**src/rtl/sd_block_tx_if.sv**
```systemverilog
// Byte stream feeding the SD block transmitter.
// Ports: byte_in/byte_valid from the producer, byte_ready back to it.
interface sd_block_tx_if;
    logic [7:0] byte_in;
    logic       byte_valid;
    logic       byte_ready;

    modport master (
        output byte_in,
        output byte_valid,
        input  byte_ready
    );

    modport slave (
        input  byte_in,
        input  byte_valid,
        output byte_ready
    );
endinterface

```
**src/rtl/sd_block_tx.sv**
```systemverilog
// SPI-responder MISO transmitter for one SD-style data block.
// Ports: spi_clk/reset/en/start control, bus byte stream (slave),
//        miso serial out, busy/done/underrun status.
module sd_block_tx #(
    parameter int         BLOCK_LEN   = 512,
    parameter logic [7:0] START_TOKEN = 8'hFE
) (
    input  logic         spi_clk,
    input  logic         reset,
    input  logic         en,
    input  logic         start,
    sd_block_tx_if.slave bus,
    output logic         miso,
    output logic         busy,
    output logic         done,
    output logic         underrun
);
    localparam int CW = $clog2(BLOCK_LEN + 1);
    localparam logic [CW-1:0] LEN = CW'(BLOCK_LEN);

    typedef enum logic [2:0] {
        S_IDLE, S_TOKEN, S_DATA, S_CRC, S_DONE
    } state_t;

    state_t        state_q, state_d;
    logic [7:0]    byte_q, byte_d;
    logic [3:0]    idx_q, idx_d;
    logic [CW-1:0] cnt_q, cnt_d;
    logic [15:0]   crc_q, crc_d;
    logic          miso_q, miso_d;
    logic          busy_q, busy_d;
    logic          done_q, done_d;
    logic          urun_q, urun_d;

    logic          need_byte;
    logic [7:0]    next_byte;
    logic [3:0]    idx_m1;

    function automatic logic [15:0] crc_step(
        input logic [15:0] c,
        input logic        b
    );
        logic fb;
        fb = b ^ c[15];
        return {c[14:0], 1'b0} ^ (fb ? 16'h1021 : 16'h0000);
    endfunction

    // idx_q is the index of the bit currently on miso, so a new byte
    // is due once bit 0 of the token or a payload byte is out.
    assign need_byte = (state_q == S_TOKEN || state_q == S_DATA)
                       && idx_q == 4'd0 && cnt_q < LEN;
    assign bus.byte_ready = en && !reset && need_byte;
    assign next_byte = bus.byte_valid ? bus.byte_in : 8'hFF;
    assign idx_m1 = idx_q - 4'd1;

    always_comb begin
        state_d = state_q;
        byte_d  = byte_q;
        idx_d   = idx_q;
        cnt_d   = cnt_q;
        crc_d   = crc_q;
        miso_d  = miso_q;
        busy_d  = busy_q;
        done_d  = done_q;
        urun_d  = urun_q;
        if (en) begin
            unique case (state_q)
                S_IDLE: begin
                    if (start) begin
                        state_d = S_TOKEN;
                        byte_d  = START_TOKEN;
                        idx_d   = 4'd7;
                        cnt_d   = '0;
                        crc_d   = 16'h0000;
                        miso_d  = START_TOKEN[7];
                        busy_d  = 1'b1;
                        urun_d  = 1'b0;
                    end
                end
                S_TOKEN, S_DATA: begin
                    if (need_byte) begin
                        state_d = S_DATA;
                        byte_d  = next_byte;
                        idx_d   = 4'd7;
                        cnt_d   = cnt_q + CW'(1);
                        miso_d  = next_byte[7];
                        crc_d   = crc_step(crc_q, next_byte[7]);
                        if (!bus.byte_valid) begin
                            urun_d = 1'b1;
                        end
                    end else if (idx_q != 4'd0) begin
                        idx_d  = idx_m1;
                        miso_d = byte_q[idx_m1[2:0]];
                        // the token itself stays out of the CRC
                        if (state_q == S_DATA) begin
                            crc_d = crc_step(crc_q, byte_q[idx_m1[2:0]]);
                        end
                    end else begin
                        state_d = S_CRC;
                        idx_d   = 4'd15;
                        miso_d  = crc_q[15];
                    end
                end
                S_CRC: begin
                    if (idx_q != 4'd0) begin
                        idx_d  = idx_m1;
                        miso_d = crc_q[idx_m1];
                    end else begin
                        state_d = S_DONE;
                        miso_d  = 1'b1;
                        busy_d  = 1'b0;
                        done_d  = 1'b1;
                    end
                end
                S_DONE: begin
                    state_d = S_IDLE;
                    done_d  = 1'b0;
                end
                default: state_d = S_IDLE;
            endcase
        end
    end

    always_ff @(negedge spi_clk) begin
        if (reset) begin
            state_q <= S_IDLE;
            byte_q  <= 8'h00;
            idx_q   <= 4'd0;
            cnt_q   <= '0;
            crc_q   <= 16'h0000;
            miso_q  <= 1'b1;
            busy_q  <= 1'b0;
            done_q  <= 1'b0;
            urun_q  <= 1'b0;
        end else begin
            state_q <= state_d;
            byte_q  <= byte_d;
            idx_q   <= idx_d;
            cnt_q   <= cnt_d;
            crc_q   <= crc_d;
            miso_q  <= miso_d;
            busy_q  <= busy_d;
            done_q  <= done_d;
            urun_q  <= urun_d;
        end
    end

    assign miso     = miso_q;
    assign busy     = busy_q;
    assign done     = done_q;
    assign underrun = urun_q;
endmodule
```
**src/flat_wrapper.sv**
```systemverilog
// flat-port wrapper written by rule: the top's interface ports become plain ports
module sd_block_tx_flat 
#(
    parameter int         BLOCK_LEN   = 512,
    parameter logic [7:0] START_TOKEN = 8'hFE
)
  (spi_clk, reset, en, start, miso, busy, done, underrun, bus_byte_in, bus_byte_valid, bus_byte_ready);
  sd_block_tx_if bus_i ();
  input  logic spi_clk;
  input  logic reset;
  input  logic en;
  input  logic start;
  output logic miso;
  output logic busy;
  output logic done;
  output logic underrun;
  input wire logic [$bits(bus_i.byte_in)-1:0] bus_byte_in;
  input wire logic [$bits(bus_i.byte_valid)-1:0] bus_byte_valid;
  output wire logic [$bits(bus_i.byte_ready)-1:0] bus_byte_ready;
  assign bus_i.byte_in = bus_byte_in;
  assign bus_i.byte_valid = bus_byte_valid;
  assign bus_byte_ready = bus_i.byte_ready;
  sd_block_tx #(.BLOCK_LEN(BLOCK_LEN), .START_TOKEN(START_TOKEN)) u_core (.spi_clk(spi_clk), .reset(reset), .en(en), .start(start), .bus(bus_i), .miso(miso), .busy(busy), .done(done), .underrun(underrun));
endmodule
```
**config.mk**
```make
export PLATFORM = sky130hd
export DESIGN_NAME = sd_block_tx_flat
export DESIGN_NICKNAME = d
export VERILOG_FILES = /design/src/rtl/sd_block_tx_if.sv /design/src/rtl/sd_block_tx.sv /design/src/flat_wrapper.sv
export SDC_FILE = /design/constraint.sdc
export NUM_CORES = 1
export LEC_CHECK = 0
export CAP_MARGIN = 25
export CORE_MARGIN = 2
export CORE_UTILIZATION = 26
export CTS_BUF_LIST = sky130_fd_sc_hd__clkbuf_4
export DETAILED_ROUTE_END_ITERATION = 10
export PLACE_DENSITY_LB_ADDON = 0.12
export SETUP_SLACK_MARGIN = 0.05
export SYNTH_ARGS = -nofsm -noshare
export SYNTH_HDL_FRONTEND = slang
export SYNTH_SLANG_ARGS = --single-unit
export TNS_END_PERCENT = 20
```
**constraint.sdc**
```tcl
create_clock -name spi_clk -period 2.9 [get_ports spi_clk]
set_input_delay 0.58 -clock spi_clk [delete_from_list [all_inputs] [get_ports spi_clk]]
set_output_delay 0.58 -clock spi_clk [all_outputs]
set_load 0.02 [all_outputs]
```
==> results of run 1 <==
==> per-layer routing <==
metal | GRT usage [%] | up-vias | routed length [microns]
li1 | - | 1170 | -
met1 | 17.7 | 1073 | 3100
met2 | 21.0 | 51 | 2950
met3 | 5.41 | 11 | 284
met4 | 6.32 | 0 | 113
met5 | 0 | - | 0
==> path summary, 6_finish.rpt <==
path / from / end / slack, ps / cells past startpoint
max: u_core.idx_q[1]$_SDFFE_NP0P_ / bus_byte_ready / -670 / 6
min: u_core.crc_q[3]$_SDFFE_NP0P_ / u_core.crc_q[4]$_SDFFE_NP0P_ / 460 / 2
max reg2reg: u_core.idx_q[1]$_SDFFE_NP0P_ / u_core.crc_q[15]$_SDFFE_NP0P_ / 660 / 9
min reg2reg: u_core.crc_q[3]$_SDFFE_NP0P_ / u_core.crc_q[4]$_SDFFE_NP0P_ / 460 / 2
==> cell usage in the layout (no fill, tap or decap), types with 2 or more instances in the layout <==
master,netlist,layout
dlygate4sd2_1,0,3
o2bb2ai_1,2,2
xnor2_1,13,13
dfxtp_1,45,39
nand2b_1,4,3
clkdlybuf4s50_1,0,7
or3_1,4,4
buf_4,1,34
nand2_1,29,29
nor3_1,17,9
inv_1,8,50
mux4_2,7,7
buf_6,1,10
dfxtp_2,0,6
nor3_2,1,8
nor2_1,31,28
a31oi_1,4,4
o21ai_0,5,4
buf_12,0,2
nand3_1,16,16
a2bb2oi_1,2,2
clkbuf_4,0,5
o21a_1,2,2
a21oi_1,30,30
nor4b_1,2,2
a311oi_1,4,3
nor2_4,0,2
nor3_4,1,2
o211ai_1,2,2
==> power by group <==
part | internal [mW] | switching, mW
Sequential | 0.673 | 0.0335
Clock | 0.170 | 0.380
Combinational | 0.378 | 0.444
==> worst reg2reg max path: stages, from the launching register on <==
cell,delay [ps]
dfxtp_2,320
inv_2,60
ha_4,130
buf_4,130
nor3b_2,520
a21oi_1,220
o311ai_2,370
buf_12,190
nand2_1,60
a21oi_1,120
==> layout make-up <==
type	instances	area, sq um
inverter	7	28.8
fill	955	5460
timing repair buffer	56	504
multi-input combinational	206	1500
tap	108	135
clock buffer	5	37.5
sequential	45	908
clock inverter	47	183
==> cell families (layout without fill, tap and decap cells) <==
group / after synthesis / count (layout) / synth area share (%)
xor+xnor: 14 / 14 / 5.20
mux: 9 / 9 / 7.74
flops: 45 / 45 / 38.2
simple gates: 121 / 121 / 26.7
compound gates: 60 / 60 / 16.1
fa+ha+maj: 2 / 2 / 1.06
buf+inv: 27 / 115 / 4.98
==> state kept, by name, summed over array words and instances, names as in the netlist <==
signal and flops:
u_core.miso 1, u_core.done 1, u_core.idx_q 4, u_core.underrun 1, u_core.crc_q 16, u_core.byte_q 8, u_core.cnt_q 10, u_core.busy 1
u_core.state_q 3
==> through the flow <==
| stage | instance area [sq um] | instances |
|---|---|---|
| CTS | 3230 | 473 |
| finish | 3300 | 474 |
| global placement | 2930 | 420 |
| global route | 3300 | 474 |
| detailed placement | 2930 | 420 |
| floorplan | 2430 | 278 |
==> repair_timing <==
item                       in CTS  in global routing
pin swaps                       7                  8
gates resized for setup        61                 14
setup buffers                   2                  0
setup endpoints to repair      47                 27
cloned                          0                  1
==> metrics, run 1 <==
critical path required time 2320 ps; layout cells sized above 1 27.3%; CORE AREA 8760 sq um; Mapped Cells 278; setup violators final 1; Initial Util 26.9%; slowest CP cell dfxtp_2; Slew Viols, Final 0; slew at the pin with the worst max-slew slack 663 ps; crit path launch type flip-flop; Worst Slack Setup Final -668 ps; initial antenna violation count 0; Synth async-reset ratio 0%; drt drc 0; most instantiated library cell after synthesis dfxtp_1; max-cap check violation count 0; clock-pin slew on the worst setup and hold paths 50 ps; Antenna Violating Nets Remaining 0; die width 99.3 microns; CTS Buf Count 5; Post-Syn Area 2360 sq um; Hold Vio Cnt, Final 0; Yosys top cell area share 38.2%; Fin Setup TNS -668 ps; Avg Vias per Cell 4.86; CTS tree done; sequential area share after synthesis 38.2%; number of flops mapped to enable cells by yosys 0; TritonRoute pass-1 iters 4; Relative slew margins 55.5%; drt wl/cell 13.6 microns; cts hold-fix bufs 0; critical path type flip-flop to output port; worst-path fanout max 2; die height 99.3 microns; hold_ws 463 ps; Place WS -889 ps; largest net degree at the start of global routing 37; Layout area overhead 39.9%; end-of-flow core utilization 37.7%; CTS root buffer clkbuf_4; Synth cell types 51; largest cells by area after synthesis dfxtp_1, mux4_2, a21oi_1; crit path buf inv count 2; main flop type after synthesis dfxtp_1; detailed placer's ending HPWL 4.28 mm; grt ovf 0; Core Rows 34; I/O Buffers 17; clock skew 40.0 ps; min-delay worst type flip-flop to flip-flop; GR Util All Layers 14.0%; critical path arrival 2990 ps; Routed WL 6.46 mm; Mapped Nets 293; # diodes 0; # IOs 18; LEAKAGE 1.33 nW; outcome finished, violations left; CTS sink cnt 45; Yosys warnings 0; Max rail drop VDD 216 uV; DR iter-0 viols 65; post-synthesis average cell area 8.49 sq um; nets 381; Pwr Density 630 nW/um^2; CP top delay family simple AND/OR/NAND/NOR gates; cell taking the most area after synthesis dfxtp_1; Total Power 2.08 mW; crit path cell chain inv_2 -> ha_4 -> nor4b_4 -> nand2_1 -> nor2_4 -> buf_6; failing checks setup timing; Clock H-tree levels 2; post-synthesis register bit count 45; Setup crit end kind output port; DIE AREA 9850 sq um; most common library cells after synthesis dfxtp_1, nor2_1, a21oi_1; first-pass GRT wire length 11.2 mm; number of global-route vias before repair 2407; worst skew pair latency 440 ps; vias 2305; CTS max path bufs 2; Crit path largest cell delay 320 ps; RSZ-0062 raised after global routing yes; Routability Congestion 0.764
(Power assumes the default switching activity.)
==> inputs of run 2 (changes only) <==
--- a/config.mk
+++ b/config.mk
@@ -6,7 +6,6 @@
 export NUM_CORES = 1
 export LEC_CHECK = 0
 export CAP_MARGIN = 25
-export CORE_MARGIN = 2
 export CORE_UTILIZATION = 26
 export CTS_BUF_LIST = sky130_fd_sc_hd__clkbuf_4
 export DETAILED_ROUTE_END_ITERATION = 10
==> metrics, run 2 (same netlist as run 1, synthesis figures left out) <==
outcome finished, violations left; failing checks setup timing; vias 2344; grt ovf 0; layout cells sized above 1 26.7%; Layout area overhead 40.2%; detailed placer's ending HPWL 4.25 mm; DP Area 2960 sq um; drt drc 0; most common cell after layout, fill and taps aside inv_1; GR Util All Layers 13.6%; number of global-route vias before repair 2339; DR iter-0 viols 87; Hold Vio Cnt, Final 0; CORE AREA 8760 sq um; Total Power 2.05 mW; max-cap check violation count 0; number of flip-flops in the largest register 16; RSZ-0062 raised after global routing yes; critical path type flip-flop to output port; TritonRoute pass-1 iters 4; Avg Vias per Cell 4.89; drt wl/cell 12.8 microns; largest net degree at the start of global routing 37; Reg with most FFs u_core.crc_q; final non-filler cell total 479; nets 385; die width 97.3 microns; CTS root buffer clkbuf_4; Finished Cell Area 3310 sq um; Relative slew margins 60.3%; placed instance count 424; critical path required time 2320 ps; CTS tree done; Setup crit end kind output port; first-pass GRT wire length 10.4 mm; biggest regs u_core.crc_q: 16 flops, u_core.cnt_q: 10 flops, u_core.byte_q: 8 flops; hold_ws 458 ps; # fillers 950; DIE AREA 9460 sq um; CTS max path bufs 2; WHS Path Cells 2; Max rail drop VDD 190 uV; most frequent cells in the layout inv_1, dfxtp_1, buf_4; CTS sink cnt 45; worst skew pair latency 420 ps; Worst Slack Setup Final -607 ps; setup violators final 1; Clock H-tree levels 2; die height 97.3 microns; LEAKAGE 1.37 nW; initial antenna violation count 0; Pwr Density 620 nW/um^2; critical path arrival 2930 ps; cts hold-fix bufs 0; Slew Viols, Final 0; # IOs 18; clock-pin slew on the worst setup and hold paths 40 ps; Worst Reg-to-Reg Cells 9; Core Rows 34; crit path launch type flip-flop; min-delay worst type flip-flop to flip-flop; clock skew 22.9 ps; Initial Util 26.9%; CTS Buf Count 5; Routability Congestion 0.760; Antenna Violating Nets Remaining 0; I/O Buffers 17; worst-path fanout max 2; # diodes 0; end-of-flow core utilization 37.7%; Routed WL 6.14 mm; slew at the pin with the worst max-slew slack 592 ps
==> run 2: cell count changes in the layout (fill, tap and decap cells not counted), sizes merged <==
cell	delta
buf	+4
clkinv	-1
dlygate4sd2	-1
dlymetal6s2s	+1
inv	+2
==> run 2: where the power goes <==
group / internal, mW / total [mW] / switching (mW)
Clock: 0.171 / 0.538 / 0.367
Sequential: 0.673 / 0.704 / 0.0311
Combinational: 0.376 / 0.809 / 0.433
==> run 2: path summary, 6_finish.rpt <==
check | startpoint | slack [ps] | endpoint
worst max-delay path | u_core.idx_q[0]$_SDFFE_NP0P_ | -610 | bus_byte_ready
worst max register to register | u_core.idx_q[0]$_SDFFE_NP0P_ | 750 | u_core.crc_q[5]$_SDFFE_NP0P_
worst min register to register | u_core.byte_q[0]$_SDFFE_NP0P_ | 460 | u_core.byte_q[0]$_SDFFE_NP0P_
worst min-delay path | u_core.byte_q[0]$_SDFFE_NP0P_ | 460 | u_core.byte_q[0]$_SDFFE_NP0P_
==> run 2: critical path: stages (launching register included) <==
cell and delay (ps):
dfxtp_2 320, inv_4 60, ha_4 130, nor4b_4 230, nand2_2 120, nor2_4 90, buf_6 120
==> run 2: through the flow <==
step | worst slack, ps | setup TNS (ps)
2_1_floorplan | -369 | -5600
3_3_place_gp | -907 | -35230
3_5_place_dp | -951 | -36430
4_1_cts | -667 | -789
5_1_grt | -708 | -914
6_report | -607 | -607
==> run 2: cell type report <==
type	count	area [sq um]	area share (%)
Inverter	7	28.8	0.870
Sequential cell	45	908	27.5
Timing Repair Buffer	60	542	16.4
Multi-Input combinational cell	206	1470	44.5
Clock buffer	5	37.5	1.13
Clock inverter	48	184	5.56
Tap cell	108	135	4.08
==> run 2: layer usage <==
layer  global-route usage, %  wire length [microns]  vias to the layer above
met4                    7.13                     67                        0
met3                    4.89                    209                        6
met5                       0                      0                        -
met2                    20.4                   2880                       40
met1                    17.0                   2990                     1118
li1                        -                      -                     1180
==> run 2: repair_timing <==
action	4_1_cts	5_1_grt
gates resized for setup	64	4
endpoints found under the setup margin	47	20
gates cloned	0	0
buffers inserted	2	1
pin swaps	12	3
==> inputs of run 3 (changes only) <==
--- a/config.mk
+++ b/config.mk
@@ -11,6 +11,7 @@
 export DETAILED_ROUTE_END_ITERATION = 10
 export PLACE_DENSITY_LB_ADDON = 0.12
 export SETUP_SLACK_MARGIN = 0.05
+export SKIP_CTS_REPAIR_TIMING = 1
 export SYNTH_ARGS = -nofsm -noshare
 export SYNTH_HDL_FRONTEND = slang
 export SYNTH_SLANG_ARGS = --single-unit
==> metrics, run 3 (same netlist as run 1, synthesis figures left out) <==
max-cap check violation count 0; WHS Path Cells 2; most frequent cells in the layout inv_1, dfxtp_1, buf_4; Reg with most FFs u_core.crc_q; Place WS -951 ps; initial antenna violation count 0; Relative slew margins 58.7%; die height 97.3 microns; HP Start u_core.byte_q[0]$_SDFFE_NP0P_; CORE AREA 8760 sq um; placed instance count 424; r2r setup slk 760 ps; DIE AREA 9460 sq um; nets 383; Finished Cell Area 3320 sq um; CTS tree done; combinational share of power 39.3%; # diodes 0; CTS max path bufs 2; failing checks setup timing; Worst Reg-to-Reg Cells 9; Fin Setup TNS -640 ps; sw frac 40.8%; WHS Endpoint u_core.byte_q[0]$_SDFFE_NP0P_; Slew Viols, Final 0; largest net degree at the start of global routing 37; sequential cell fraction of total power 34.4%; Antenna Violating Nets Remaining 0; number of global-route vias before repair 2306; CTS root buffer clkbuf_4; critical path required time 2320 ps; TritonRoute pass-1 iters 4; Max rail drop VDD 178 uV; DP Area 2960 sq um; LEAKAGE 1.38 nW; critical path arrival 2930 ps; first-pass GRT wire length 10.3 mm; clock skew 23.2 ps; Layout area overhead 40.7%; R2R Path End u_core.crc_q[12]$_SDFFE_NP0P_; vias 2320; Initial Util 26.9%; Total Power 2.05 mW; Avg Vias per Cell 4.86; Setup crit end kind output port; setup violators final 5; Pwr Density 617 nW/um^2; Worst R2R Start u_core.idx_q[1]$_SDFFE_NP0P_; Worst Slack Setup Final -610 ps; min-delay worst type flip-flop to flip-flop; DR iter-0 viols 82; die width 97.3 microns; # IOs 18; Core Rows 34; final non-filler cell total 477; Internal Power 1.21 mW; clock-pin slew on the worst setup and hold paths 40 ps; most common cell after layout, fill and taps aside inv_1; detailed placer's ending HPWL 4.25 mm; CTS sink cnt 45; Routability Congestion 0.760; Hold Vio Cnt, Final 0; Routed WL 6.18 mm; worst skew pair latency 420 ps; crit path launch type flip-flop; P_sw 0.835 mW; Clk network pwr share 26.3%; critical path type flip-flop to output port; slew at the pin with the worst max-slew slack 616 ps; I/O Buffers 17; grt ovf 0; Clock H-tree levels 2; CTS Buf Count 5; # fillers 943; RSZ-0062 raised after global routing yes; worst-path fanout max 2; layout cells sized above 1 26.8%; number of flip-flops in the largest register 16; GR Util All Layers 13.4%; outcome finished, violations left; drt wl/cell 13.0 microns; drt drc 0; biggest regs u_core.crc_q: 16 flops, u_core.cnt_q: 10 flops, u_core.byte_q: 8 flops
## run 3: metrics by stage
step | hold WS [ps] | utilization, %
floorplan | 429 | -
global placement | 452 | 33.8
detailed placement | 453 | 33.8
CTS | 459 | 36.3
global route | 485 | 37.9
finish | 458 | 37.9
## run 3: worst max-delay path by stage
| stage | slack [ps] | end | from | cells past startpoint |
|---|---|---|---|---|
| finish | -610 | bus_byte_ready | u_core.idx_q[1]$_SDFFE_NP0P_ | 6 |
| global placement | -910 | u_core.cnt_q[6]$_SDFFE_NP0P_ | en | 6 |
| global route | -700 | bus_byte_ready | u_core.idx_q[1]$_SDFFE_NP0P_ | 6 |
| floorplan | -370 | bus_byte_ready | u_core.idx_q[0]$_SDFFE_NP0P_ | 6 |
| CTS | -1220 | bus_byte_ready | u_core.idx_q[1]$_SDFFE_NP0P_ | 6 |
| detailed placement | -950 | u_core.cnt_q[4]$_SDFFE_NP0P_ | en | 6 |
## run 3: critical path, stage by stage (launching register included)
cell	delay (ps)
dfxtp_2	320
inv_2	60
ha_4	130
nor4b_4	220
nand2_2	110
nor2_4	100
buf_6	120
## run 3: final cells by class
class | count | area [sq um] | area share (%)
clock buffers | 5 | 37.5 | 1.13
clock inverters | 48 | 184 | 5.54
inverters | 7 | 28.8 | 0.867
multi-input cells | 206 | 1500 | 45.0
flip-flops and latches | 45 | 908 | 27.4
well taps | 108 | 135 | 4.07
repair buffers | 58 | 531 | 16.0
## run 3: power groups by stage
stage	sequential (mW)	combinational (mW)	clock, mW
2_1_floorplan	0.717	0.495	0.0966
3_3_place_gp	0.712	0.772	0.0966
3_5_place_dp	0.712	0.769	0.0966
4_1_cts	0.700	0.774	0.588
5_1_grt	0.709	0.875	0.645
6_report	0.705	0.804	0.538
## run 3: routing by layer
| layer | share of wire, % | wire length, microns | track usage (%) |
|---|---|---|---|
| met1 | 49 | 3010 | 16.7 |
| met5 | 0 | 0 | 0 |
| met3 | 4.2 | 259 | 4.89 |
| met4 | 1.1 | 70 | 7.13 |
| met2 | 46 | 2840 | 20.2 |
